===== src/rtl/fifo_rr_arbiter.sv =====
// Round-robin scheduler for the 4x4 FIFO switch: picks one non-empty input whose
// head word targets a non-full output, then pops/pushes for exactly one cycle.
module fifo_rr_arbiter #(
  parameter int DATA_WIDTH = 10,
  parameter int CNT_WIDTH  = 16
) (
  input  logic                  clk,
  input  logic                  reset,
  input  logic [DATA_WIDTH-1:0] fifo0_out,
  input  logic [DATA_WIDTH-1:0] fifo1_out,
  input  logic [DATA_WIDTH-1:0] fifo2_out,
  input  logic [DATA_WIDTH-1:0] fifo3_out,
  input  logic [3:0]            in_empty,
  input  logic [3:0]            out_full,
  input  logic                  pause,
  output logic [1:0]            demux0,
  output logic [3:0]            pop,
  output logic [3:0]            push,
  output logic                  busy,
  output logic [CNT_WIDTH-1:0]  xfer_count
);

  typedef enum logic {IDLE, XFER} state_t;

  state_t                r_state;
  logic [1:0]            r_rr_ptr;
  logic [1:0]            r_demux0;
  logic [3:0]            r_pop;
  logic [3:0]            r_push;
  logic                  r_busy;
  logic [CNT_WIDTH-1:0]  r_count;

  logic [DATA_WIDTH-1:0] w_head [4];
  logic [1:0]            w_dst  [4];
  logic [3:0]            w_elig;
  logic [1:0]            w_idx;
  logic [1:0]            w_win;
  logic                  w_found;

  assign w_head[0] = fifo0_out;
  assign w_head[1] = fifo1_out;
  assign w_head[2] = fifo2_out;
  assign w_head[3] = fifo3_out;

  always_comb begin
    for (int unsigned i = 0; i < 4; i++) begin
      w_dst[i]  = w_head[i][DATA_WIDTH-1 -: 2];
      w_elig[i] = !in_empty[i] && !out_full[w_dst[i]];
    end
  end

  // Search order starts at r_rr_ptr and wraps; first eligible input wins.
  always_comb begin
    w_found = 1'b0;
    w_win   = '0;
    w_idx   = '0;
    for (int unsigned k = 0; k < 4; k++) begin
      w_idx = r_rr_ptr + k[1:0];
      if (!w_found && w_elig[w_idx]) begin
        w_found = 1'b1;
        w_win   = w_idx;
      end
    end
  end

  always_ff @(posedge clk) begin
    if (!reset) begin
      r_state  <= IDLE;
      r_rr_ptr <= '0;
      r_demux0 <= '0;
      r_pop    <= '0;
      r_push   <= '0;
      r_busy   <= 1'b0;
      r_count  <= '0;
    end else begin
      case (r_state)
        IDLE: begin
          if (!pause && w_found) begin
            r_demux0 <= w_win;
            r_pop    <= 4'b0001 << w_win;
            r_push   <= 4'b0001 << w_dst[w_win];
            r_busy   <= 1'b1;
            r_state  <= XFER;
          end
        end
        XFER: begin
          // r_demux0 holds the granted input, so it doubles as the selected index.
          r_pop    <= '0;
          r_push   <= '0;
          r_busy   <= 1'b0;
          r_rr_ptr <= r_demux0 + 2'd1;
          if (r_count != '1)
            r_count <= r_count + 1'b1;
          r_state  <= IDLE;
        end
        default: r_state <= IDLE;
      endcase
    end
  end

  assign demux0     = r_demux0;
  assign pop        = r_pop;
  assign push       = r_push;
  assign busy       = r_busy;
  assign xfer_count = r_count;

endmodule


===== config.mk =====
export PLATFORM = sky130hd
export DESIGN_NAME = fifo_rr_arbiter
export DESIGN_NICKNAME = d
export VERILOG_FILES = /design/src/rtl/fifo_rr_arbiter.sv
export SDC_FILE = /design/constraint.sdc
export NUM_CORES = 1
export LEC_CHECK = 0
export BUFFER_PORTS_ARGS = -buffer_cell sky130_fd_sc_hd__buf_4
export CAP_MARGIN = 20
export CORE_MARGIN = 2
export CORE_UTILIZATION = 48
export DETAILED_ROUTE_END_ITERATION = 12
export PLACE_DENSITY_LB_ADDON = 0.3
export SLEW_MARGIN = 20
export SYNTH_ARGS = -nofsm -noshare
export SYNTH_HDL_FRONTEND = slang
export SYNTH_SLANG_ARGS = --single-unit

===== constraint.sdc =====
create_clock -name clk -period 5.6 [get_ports clk]
set_clock_uncertainty 0.15 [all_clocks]
set_input_delay 0.56 -clock clk [delete_from_list [all_inputs] [get_ports clk]]
set_output_delay 0.56 -clock clk [all_outputs]
set_load 0.05 [all_outputs]

* Word-level counts from Yosys, hierarchy flattened *
Cells that the tools add are included.

cells by class
  muxes and demuxes = 35
  add/sub/neg operators = 5
  reductions and logical operators = 22
  equality and inequality tests = 2
  bitwise gates (word level) = 2
  shifts and indexed selects = 2
  magnitude comparators = 9

operator list
  operator                                                     count
  less-than comparator 2 x 3 -> 1 bit (second input constant)  8
  adder 16 x 1 -> 16 bit (second input constant)               1
  binary-select mux 1 bit (select 2 bit)                       8
  inequality test 16 bit (second input constant)               1
  one-hot mux 4 bit (2 select lines)                           2
  2-to-1 mux 1 bit                                             14
  zero test 1 bit                                              12
  2-to-1 mux 2 bit                                             6
  logical AND 1 bit                                            8
  2-to-1 mux 4 bit                                             2
  << shifter 1 x 2 -> 4 bit (first input constant)             2
  adder 2 x 1 -> 2 bit (second input constant)                 2
  adder 2 bit (second input constant)                          2
  binary-select mux 2 bit (select 2 bit)                       1
  one-hot mux 1 bit (2 select lines)                           2
  AND reduction 2 bit                                          2
  greater-or-equal comparator 3 bit (second input constant)    1
  NOT 2 -> 3 bit                                               1
  inequality test 2 bit (second input constant)                1
  NOT 1 bit                                                    1

word-level totals
  logic and storage cells = 84
  flip-flop bits (word level) = 30
  output and inout bits = 27

* Longest topological paths before layout *
Gate-level depths: netlist of run 1.

  depth in word-level cells = 23
  gate-level depth with buffers = 9

* Least setup slack after synthesis of run 1 *
OpenSTA, ideal clock, no wires.

  path type = input -> register
  from = input port fifo1_out[8]
  to = register r_push[2] (netlist: push[2])
  data arrival time = 2478 ps
  stages = 8
  path slack = 2901 ps
  path buffers = 0
  setup time = 71 ps
  cells stage by stage = mux4_2 nor2_1 a21o_1 a21boi_1 o221ai_2 mux2_2 or3_1 a21oi_1

on the way
  word-level cells in the longest chain between the ends = 23
  elaborated cells between the ends (all ways) = 35
  classes of those cells = 1 x eq/ne; 1 x shift; 23 x mux; 1 x bitwise; 9 x reduce/logical

ends and longest elaborated chain
  element                                              line  RTL
  start: declaration                                   10    input logic [DATA_WIDTH-1:0] fifo1_out,
  binary-select mux 1 bit (select 2 bit)               48    w_elig[i] = !in_empty[i] && !out_full[w_dst[i]];
  2-to-1 mux 1 bit (implied by the code)               48
  zero test 1 bit                                      48
  logical AND 1 bit                                    48
  binary-select mux 1 bit (select 2 bit)               59    if (!w_found && w_elig[w_idx]) begin
  2-to-1 mux 1 bit (implied by the code)               59
  2-to-1 mux 1 bit                                     59
  zero test 1 bit                                      59
  [... 6 more ...]                                     -
  logical AND 1 bit                                    59
  2-to-1 mux 2 bit                                     59
  NOT 2 -> 3 bit (implied by the code)                 81    r_push <= 4'b0001 << w_dst[w_win];
  binary-select mux 2 bit (select 2 bit)               81
  2-to-1 mux 2 bit (implied by the code) (2 in a row)  81
  << shifter 1 x 2 -> 4 bit                            81
  2-to-1 mux 4 bit                                     78    if (!pause && w_found) begin
  one-hot mux 4 bit (2 select lines)                   76    case (r_state)
  end signal: assignment                               81
  end: declaration                                     29    logic [3:0] r_push;

Parallel ways exist; a longest one is shown, timed or not. The select of a mux whose other input is x is not followed.
A chain may end at the register's enable or synchronous reset.

* Worst setup path after layout of run 1 *
Same ends and word-level chain as after synthesis.

==> results of run 1 <==
[placed cells by master, fill, tap and decap left out, types with 4 or more instances in the layout]
cell	synthesis	final
a21oi_1	12	12
buf_4	0	46
clkbuf_4	0	5
dfxtp_1	30	30
inv_1	8	8
mux2i_1	11	11
nand2_1	15	15
nand3_1	4	4
nand4_1	4	4
nor2_1	27	27
nor3_1	4	4
or3_1	5	5
xnor2_1	5	5
xor2_1	6	6
[metal layers]
metal / track usage / wire, um / vias up / share of wire
li1: - / - / 720 / -
met1: 0.239 / 1500 / 633 / 0.46
met2: 0.306 / 1490 / 37 / 0.46
met3: 0.0661 / 211 / 4 / 0.065
met4: 0.0652 / 43 / 0 / 0.013
met5: 0 / 0 / - / 0
[area by class of cell]
type | count | area (sq um)
Clock buffer | 7 | 55.1
Clock inverter | 1 | 5.00
Fill cell | 284 | 1060
Inverter | 8 | 30.0
Multi-Input combinational cell | 134 | 875
Sequential cell | 30 | 601
Tap cell | 44 | 55.1
Timing Repair Buffer | 46 | 345
[final timing paths]
path	startpoint	to	depth (start not counted)
min	busy$_SDFFE_PN0P_	busy$_SDFFE_PN0P_	2
max	fifo1_out[8]	push[2]$_SDFFE_PN0P_	9
max reg2reg	xfer_count[2]$_SDFFE_PN0P_	xfer_count[9]$_SDFFE_PN0P_	8
min reg2reg	busy$_SDFFE_PN0P_	busy$_SDFFE_PN0P_	2
[sequential cells by signal (all words and copies together), names as in the netlist]
| signal | count |
|---|---|
| busy | 1 |
| demux0 | 2 |
| pop | 4 |
| push | 4 |
| r_rr_ptr | 2 |
| r_state | 1 |
| xfer_count | 16 |
[kinds of logic after synthesis]
| group | Yosys count |
|---|---|
| xor+xnor | 11 |
| simple gates | 77 |
| fa+ha+maj | 1 |
| compound gates | 31 |
| flops | 30 |
| mux | 14 |
| buf+inv | 12 |
[worst max-delay path, cell delays in order]
cell and delay (ns):
buf_4 0.10, mux4_2 0.51, or2_4 0.26, a21oi_2 0.10, o211a_1 0.36, mux2i_1 0.14, mux2_2 0.29, or3_1 0.35
a21oi_1 0.13
[power groups by stage]
stage	Sequential [uW]	Clock [uW]	Combinational [uW]
2_1_floorplan	254	0	53.8
3_3_place_gp	233	0	104
4_1_cts	228	136	106
6_report	228	132	105
3_5_place_dp	233	0	106
5_1_grt	229	146	114
[per-stage QoR]
stage / std cells / cell area, sq um
after floorplan: 176 / 1530
after global placement: 262 / 1910
after detailed placement: 262 / 1910
after CTS: 270 / 1970
after global routing: 270 / 1970
final: 270 / 1970
==> flow_metrics.env, run 1 <==
export IMPL_fin_util=0.649
export IMPL_whs_ns=0.303
export IMPL_antenna_cells=0
export IMPL_critPathArrivalTime_ns=2.80
export IMPL_period_minus_slack_ns=2.70
export IMPL_clock_latency_ns=0.33
export IMPL_totalWireLength_um=3240
export IMPL_vias_per_cell=5.16
export IMPL_fmax_mhz=371
export IMPL_synth_seq_cells=30
export IMPL_total_power_uw=465
export IMPL_synthCells=176
export IMPL_nNetsFinal=277
export IMPL_cts_tree="yes"
export IMPL_grtUsageTotal=0.190
export IMPL_critical_path_class="input port to flip-flop"
export IMPL_drive_gt1_frac=0.270
export IMPL_grt_first_pass_wirelength_um=5150
export IMPL_p_leak_uw=0.000824
export IMPL_dr_pass1_iters=4
export IMPL_numCtsBuffers=5
export IMPL_yosys_top_cells_count="dfxtp_1 (30), nor2_1 (27), nand2_1 (15)"
export IMPL_setup_viol=0
export IMPL_syn2layout_area_growth_pct=28.7
export IMPL_status="finished, final reports clean"
export IMPL_p_comb_frac=0.226
export IMPL_post_route_period_util=0.481
export IMPL_synth_compound_area_frac=0.144
export IMPL_internal_power_uw=325
export IMPL_cts_resized_gates=0
export IMPL_worst_path_max_fanout=9
export IMPL_rsz0062_at_grt="no"
export IMPL_post_cts_setup_buffers=0
export IMPL_avgSynthCellArea_sq_um=8.68
export IMPL_io_buffers=45
export IMPL_vias=1394
export IMPL_synth_area_leaders="dfxtp_1 (39%), mux2i_1 (7.2%), nor2_1 (6.6%)"
export IMPL_syn_cell_area_sq_um=1530
export IMPL_drc=0
export IMPL_synth_fa_ha_area_frac=0.00819
export IMPL_start_util=0.505
export IMPL_synth_most_common_cell="dfxtp_1"
export IMPL_max_cap_violations=0
export IMPL_worstPathRequired_ns=5.71
export IMPL_hold_viol=0
export IMPL_endpoint_kind="flip-flop"
export IMPL_ys_warn_count=0
export IMPL_p_per_area_nw_per_um2=237
export IMPL_muxShareOfSynthArea=0.109
export IMPL_grt_max_degree=25
export IMPL_postCtsHoldBufs=0
export IMPL_async_reset_ff_frac=0
export IMPL_drtIter0Drc=49
export IMPL_num_rows=20
export IMPL_yosys_cell_types_count=41
export IMPL_core_area_sq_um=3030
export IMPL_rrSetupSlack_ns=3.10
export IMPL_synth_top_area_cell="dfxtp_1"
export IMPL_synth_top_area_frac=0.393
export IMPL_io_pins=78
export IMPL_synth_edf_count=0
export IMPL_overflow=0
export IMPL_post_place_ws_ns=2.55
export IMPL_place_congestion=0.763
export IMPL_synthXorXnorAreaFrac=0.0631
export IMPL_sequentialPowerShare=0.491
export IMPL_sw_frac_of_total=0.300
export IMPL_min_path_type="flip-flop to flip-flop"
export IMPL_synth_simple_gate_area_frac=0.248
export IMPL_wl_per_cell_um=12.0
export IMPL_cts_htree_levels=2
export IMPL_die_y_um=60.4
export IMPL_detail_route_antenna_nets=0
export IMPL_cts_buffer_depth=2
export IMPL_seq_area_frac_synth=0.393
export IMPL_setup_ws_ns=2.90
export IMPL_startpoint_type="input port"
export IMPL_vdd_drop_max_mv=0.176
export IMPL_cts_clk_slew_worst_paths_ns=0.09
export IMPL_antenna_found_initial=0
export IMPL_cts_root_buffer="clkbuf_4"
export IMPL_worst_pin_slew_ns=0.692
export IMPL_tns_ns=0
export IMPL_syn_num_nets=228
export IMPL_hpwlAfterDp_um=2420
export IMPL_drv_slew=0
export IMPL_grt_pass1_vias=1206
export IMPL_dieArea_sq_um=3650
export IMPL_synth_top_family_by_area="simple AND/OR/NAND/NOR gates"
export IMPL_ys_flop_type="dfxtp_1"
export IMPL_cts_sinks=30
export IMPL_p_switching_uw=140
export IMPL_relSlewSlack=0.538
export IMPL_pwr_share_clk=0.284
export IMPL_die_w_um=60.4
Power figures use the tool's default switching activity.
==> run 2: changes to the inputs <==
--- a/config.mk
+++ b/config.mk
@@ -5,10 +5,11 @@
 export SDC_FILE = /design/constraint.sdc
 export NUM_CORES = 1
 export LEC_CHECK = 0
+export ABC_AREA = 1
 export BUFFER_PORTS_ARGS = -buffer_cell sky130_fd_sc_hd__buf_4
 export CAP_MARGIN = 20
 export CORE_MARGIN = 2
-export CORE_UTILIZATION = 48
+export CORE_UTILIZATION = 49
 export DETAILED_ROUTE_END_ITERATION = 12
 export PLACE_DENSITY_LB_ADDON = 0.3
 export SLEW_MARGIN = 20
==> constraint.sdc (replaced) <==
create_clock -name clk -period 2.5 [get_ports clk]
set_clock_uncertainty 0.15 [all_clocks]
set_input_delay 0.25 -clock clk [delete_from_list [all_inputs] [get_ports clk]]
set_output_delay 0.25 -clock clk [all_outputs]
set_load 0.05 [all_outputs]
==> run 2 against run 1 <==
  * Sequential cell count unchanged
  * Global-route usage rose by 2.2 points
  * Clock power rose to 2.8 times the previous value
  * Register-to-register slack lost 2.8 ns
  * Via count grew 41%
  * Sequential share of layout area shrank 5.7 points
  * Count of clock-buffer cells in the layout is 1 lower
  * Non-clock buffer count is 1 higher
  * Hold slack lost 0.15 ns
  * Critical endpoint is now push[3]$_SDFFE_PN0P_
  * Highest routed layer unchanged
==> flow_metrics.env, run 2 <==
export IMPL_critical_path_class="flip-flop to flip-flop"
export IMPL_worstPathRequired_ns=2.55
export IMPL_wl_per_cell_um=11.4
export IMPL_async_reset_ff_frac=0
export IMPL_cts_sinks=30
export IMPL_grt_pass1_vias=1744
export IMPL_worstReg2RegStart="r_rr_ptr[0]$_SDFFE_PN0P_"
export IMPL_startpoint_type="flip-flop"
export IMPL_cts_clk_slew_worst_paths_ns=0.06
export IMPL_drc=0
export IMPL_min_path_type="input port to flip-flop"
export IMPL_dieArea_sq_um=4490
export IMPL_vias_per_cell=5.17
export IMPL_final_common_cell="nand2_1"
export IMPL_p_leak_uw=0.00108
export IMPL_rsz0062_at_grt="no"
export IMPL_die_y_um=67.0
export IMPL_avgSynthCellArea_sq_um=6.86
export IMPL_seq_area_frac_synth=0.308
export IMPL_grtUsageTotal=0.212
export IMPL_ys_flop_type="dfxtp_1"
export IMPL_hold_viol=0
export IMPL_numCtsBuffers=5
export IMPL_relSlewSlack=0.702
export IMPL_syn_cell_area_sq_um=1950
export IMPL_crit_start="r_rr_ptr[0]$_SDFFE_PN0P_"
export IMPL_drv_slew=0
export IMPL_io_buffers=45
export IMPL_synth_most_common_cell="nand2_1"
export IMPL_drtIter0Drc=90
export IMPL_synth_edf_count=0
export IMPL_final_cell_mix="nand2_1 (71), buf_4 (47), nand3_1 (35)"
export IMPL_die_w_um=67.0
export IMPL_io_pins=78
export IMPL_vdd_drop_max_mv=0.393
export IMPL_setup_viol=0
export IMPL_synth_top_area_cell="dfxtp_1"
export IMPL_antenna_cells=0
export IMPL_nNetsFinal=385
export IMPL_synth_top_area_frac=0.308
export IMPL_detail_route_antenna_nets=0
export IMPL_cts_tree="yes"
export IMPL_cts_htree_levels=2
export IMPL_p_per_area_nw_per_um2=692
export IMPL_synth_seq_cells=30
export IMPL_hold_path_startpoint="reset"
export IMPL_core_area_sq_um=3740
export IMPL_vias=1966
export IMPL_endpoint_kind="flip-flop"
export IMPL_tns_ns=0
export IMPL_cts_root_buffer="clkbuf_8"
export IMPL_ys_warn_count=0
export IMPL_clock_latency_ns=0.27
export IMPL_period_minus_slack_ns=2.22
export IMPL_start_util=0.520
export IMPL_worst_path_max_fanout=7
export IMPL_syn_num_nets=336
export IMPL_synthCells=284
export IMPL_drive_gt1_frac=0.292
export IMPL_totalWireLength_um=4340
export IMPL_dr_pass1_iters=4
export IMPL_largest_register_ffs=16
export IMPL_yosys_cell_types_count=33
export IMPL_status="finished, final reports clean"
export IMPL_overflow=0
export IMPL_hpwlAfterDp_um=3380
export IMPL_syn2layout_area_growth_pct=23.9
export IMPL_cts_buffer_depth=2
export IMPL_critPathArrivalTime_ns=2.27
export IMPL_num_rows=22
export IMPL_antenna_found_initial=0
export IMPL_place_congestion=0.856
export IMPL_worst_pin_slew_ns=0.446
export IMPL_synth_area_leaders="dfxtp_1 (31%), nand2_1 (14%), nand3_1 (9.0%)"
export IMPL_grt_max_degree=19
export IMPL_max_cap_violations=0
export IMPL_whs_ns=0.153
export IMPL_grt_first_pass_wirelength_um=7340
export IMPL_fmax_mhz=450
export IMPL_post_route_period_util=0.888
export IMPL_yosys_top_cells_count="nand2_1 (71), nand3_1 (35), dfxtp_1 (30)"
run 2: cell count changes after synthesis, moves of 9 or more:
cell / change
nand2_1: +56
nand3_1: +31
inv_1: +20
o21ai_0: +14
mux2i_1: -11
nand3_2: +11
nor2_1: -11
a21oi_1: +9
run 2: power breakdown:
| group | total (uW) | switching (uW) | internal [uW] |
|---|---|---|---|
| Sequential | 564 | 42.7 | 521 |
| Combinational | 730 | 494 | 236 |
| Clock | 376 | 164 | 212 |
| Total | 1670 | 700 | 969 |
run 2: through the flow:
| step | power, uW | setup slack [ns] | util | area (sq um) | instances |
|---|---|---|---|---|---|
| 2_1_floorplan | 1130 | 0.254 | - | 1950 | 284 |
| 3_3_place_gp | 1290 | 0.320 | 0.622 | 2330 | 374 |
| 3_5_place_dp | 1300 | 0.301 | 0.622 | 2330 | 374 |
| 4_1_cts | 1680 | 0.269 | 0.644 | 2410 | 380 |
| 5_1_grt | 1770 | 0.0649 | 0.644 | 2410 | 380 |
| 6_report | 1670 | 0.279 | 0.644 | 2410 | 380 |
run 2: logic make-up (layout without fill, tap and decap cells):
| logic type | Yosys count | after routing | synth area share |
|---|---|---|---|
| and+or+nand+nor | 164 | 164 | 0.447 |
| buffers and inverters | 41 | 89 | 0.0861 |
| DFF | 30 | 30 | 0.308 |
| AOI/OAI and AO/OA | 45 | 45 | 0.129 |
| adders and majority gates | 1 | 1 | 0.00643 |
| xor gates and xnor gates | 3 | 3 | 0.0231 |
run 2: repair_timing:
action                                 CTS  global route
endpoints found under the hold margin    0             0
hold buffers                             0             0
resized for setup                        0             1
setup endpoints to repair                0             1
buffers inserted                         0             0
run 2: final cells by class:
class | instances | area (sq um)
Clock buffer | 6 | 82.6
Sequential cell | 30 | 601
Fill cell | 366 | 1330
Inverter | 36 | 138
Multi-Input combinational cell | 213 | 1180
Tap cell | 48 | 60.1
Timing Repair Buffer | 47 | 353
run 2: worst paths after layout:
path | slack, ns | endpoint | cells past startpoint
worst max-delay path | 0.28 | push[3]$_SDFFE_PN0P_ | 10
worst min-delay path | 0.15 | xfer_count[2]$_SDFFE_PN0P_ | 3
worst max register to register | 0.28 | push[3]$_SDFFE_PN0P_ | 10
worst min register to register | 0.32 | pop[2]$_SDFFE_PN0P_ | 2
run 2: metal layers:
layer / track usage / wire [um] / vias up
met5: 0 / 0 / -
met4: 0.0612 / 36 / 0
met3: 0.0439 / 164 / 5
met2: 0.351 / 2050 / 34
met1: 0.276 / 2090 / 896
li1: - / - / 1031
run 2: worst max-delay path, cell delays in order (launching register included):
cell,delay (ns)
dfxtp_1,0.59
inv_2,0.13
nand3_1,0.15
nand3_2,0.11
nand2_4,0.12
nand4_1,0.14
a21oi_2,0.32
nand3_1,0.12
nand2_1,0.10
nand3_1,0.09
a21oi_1,0.13
==> run 3: changes to the inputs <==
==> constraint.sdc (replaced) <==
create_clock -name clk -period 2.4 [get_ports clk]
set_clock_uncertainty 0.15 [all_clocks]
set_input_delay 0.24 -clock clk [delete_from_list [all_inputs] [get_ports clk]]
set_output_delay 0.24 -clock clk [all_outputs]
set_load 0.05 [all_outputs]
==> run 3 against run 2 <==
  * Hold slack got worse by 0.018 ns
  * Register-to-register slack got worse by 0.06 ns
  * Worst setup slack got worse by 0.065 ns
  * Critical path type unchanged
  * Largest cell class unchanged
  * Largest power group unchanged
  * Highest routed layer unchanged
==> flow_metrics.env, run 3 (same netlist as run 2, synthesis figures left out) <==
export IMPL_status="finished, final reports clean"
export IMPL_drive_gt1_frac=0.302
export IMPL_antenna_found_initial=0
export IMPL_grt_max_degree=19
export IMPL_p_comb_frac=0.444
export IMPL_largest_register_ffs=16
export IMPL_path_buf_inv=0
export IMPL_rsz0062_at_grt="no"
export IMPL_tns_ns=0
export IMPL_cts_buffer_depth=2
export IMPL_cts_tree="yes"
export IMPL_sequentialPowerShare=0.338
export IMPL_crit_family="simple AND/OR/NAND/NOR gates"
export IMPL_final_common_cell="nand2_1"
export IMPL_die_y_um=67.0
export IMPL_cpMostUsedCell="nand3_1"
export IMPL_cts_root_buffer="clkbuf_8"
export IMPL_critPathMaxStageDelay_ns=0.33
export IMPL_pwr_share_clk=0.219
export IMPL_final_cell_mix="nand2_1 (71), buf_4 (48), nand3_1 (35)"
export IMPL_crit_start="xfer_count[0]$_SDFFE_PN0P_"
export IMPL_worstPathRequired_ns=2.42
export IMPL_reg2reg_to="xfer_count[15]$_SDFFE_PN0P_"
export IMPL_p_leak_uw=0.00108
export IMPL_critical_path_class="flip-flop to flip-flop"
export IMPL_grtUsageTotal=0.213
export IMPL_clock_latency_ns=0.28
export IMPL_grt_pass1_vias=1789
export IMPL_overflow=0
export IMPL_hold_path_startpoint="reset"
export IMPL_totalWireLength_um=4350
export IMPL_startpoint_type="flip-flop"
export IMPL_postCtsHoldBufs=0
export IMPL_drc=0
export IMPL_cp_depth=11
export IMPL_syn2layout_area_growth_pct=24.5
export IMPL_vdd_drop_max_mv=0.552
export IMPL_critPathCapture="xfer_count[15]$_SDFFE_PN0P_"
export IMPL_start_util=0.520
export IMPL_post_cts_setup_buffers=0
export IMPL_io_buffers=45
export IMPL_multi_input_area_sq_um=1180
export IMPL_cts_htree_levels=2
export IMPL_place_congestion=0.858
export IMPL_dr_pass1_iters=4
export IMPL_crit_path_top_delay_cell="dfxtp_1"
export IMPL_antenna_cells=0
export IMPL_wl_per_cell_um=11.4
export IMPL_die_w_um=67.0
export IMPL_post_route_period_util=0.911
export IMPL_cts_clk_slew_worst_paths_ns=0.06
export IMPL_worst_pin_slew_ns=0.398
export IMPL_rrSetupSlack_ns=0.21
export IMPL_fin_util=0.647
export IMPL_relSlewSlack=0.734
export IMPL_numCtsBuffers=5
export IMPL_p_per_area_nw_per_um2=717
export IMPL_total_power_uw=1740
export IMPL_fillCellCount=361
export IMPL_endpoint_kind="flip-flop"
export IMPL_seq_area_sq_um=602
export IMPL_dieArea_sq_um=4490
export IMPL_critPathArrivalTime_ns=2.20
export IMPL_sw_frac_of_total=0.432
export IMPL_detail_route_antenna_nets=0
export IMPL_drv_slew=0
export IMPL_worstRegToRegCells=11
export IMPL_num_rows=22
export IMPL_worst_path_max_fanout=6
export IMPL_hpwlAfterDp_um=3340
export IMPL_max_cap_violations=0
export IMPL_final_cells=382
export IMPL_fmax_mhz=458
export IMPL_whs_ns=0.136
export IMPL_p_switching_uw=751
export IMPL_io_pins=78
export IMPL_drtIter0Drc=102
export IMPL_nNetsFinal=386
export IMPL_cts_sinks=30
export IMPL_min_path_type="input port to flip-flop"
export IMPL_core_area_sq_um=3740
export IMPL_dp_cells=375
export IMPL_cp_cell_sequence="ha_1 -> nand3_1 -> nor4_2 -> nand3_1 -> nand2_1 -> nand2_1 -> nand3_1 -> nor3_1 -> nand3_1 -> o21ai_0 -> a21oi_1"
export IMPL_setup_viol=0
export IMPL_internal_power_uw=986
export IMPL_grt_first_pass_wirelength_um=7440
export IMPL_worstReg2RegStart="xfer_count[0]$_SDFFE_PN0P_"
export IMPL_hold_viol=0
export IMPL_period_minus_slack_ns=2.19
export IMPL_vias_per_cell=5.16
export IMPL_vias=1973
run 3: power groups by stage:
stage	registers (uW)	logic (uW)	clock network, uW
5_1_grt	592	842	415
6_report	586	770	380
4_1_cts	587	766	387
2_1_floorplan	710	465	0
3_3_place_gp	596	748	0
3_5_place_dp	597	760	0
run 3: layout make-up:
class                      count  area share
multi-input combinational    213       0.489
sequential                    30       0.248
timing repair buffer          48       0.149
inverter                      36      0.0568
clock buffer                   5      0.0284
tap                           48      0.0248
clock inverter                 2     0.00413
run 3: tightest hold or removal path: cells and delay by family:
kind	cells	cell delay (ns)
buf+inv	1	0.17
simple gates	2	0.11
run 3: metal layers:
layer,vias up,part of all wire,GRT usage
met5,-,0,0
met4,0,0.012,0.0561
met3,9,0.050,0.0693
met2,48,0.47,0.349
met1,883,0.47,0.267
li1,1033,-,-
run 3: how the worst min path moves through the flow:
stage,end,cells after the start
finish,xfer_count[6]$_SDFFE_PN0P_,3
global route,xfer_count[3]$_SDFFE_PN0P_,3
CTS,xfer_count[6]$_SDFFE_PN0P_,3
detailed placement,busy$_SDFFE_PN0P_,2
global placement,busy$_SDFFE_PN0P_,2
floorplan,r_rr_ptr[0]$_SDFFE_PN0P_,1
run 3: stage by stage:
stage | cell area, sq um | setup slack, ns
floorplan | 1950 | 0.154
global placement | 2340 | 0.230
detailed placement | 2340 | 0.211
CTS | 2420 | 0.171
global route | 2420 | 0.00688
finish | 2420 | 0.214
run 3: repair_timing:
item                       CTS  global route
hold endpoints to repair     0             0
setup endpoints to repair    0             3
resized for setup            0             3
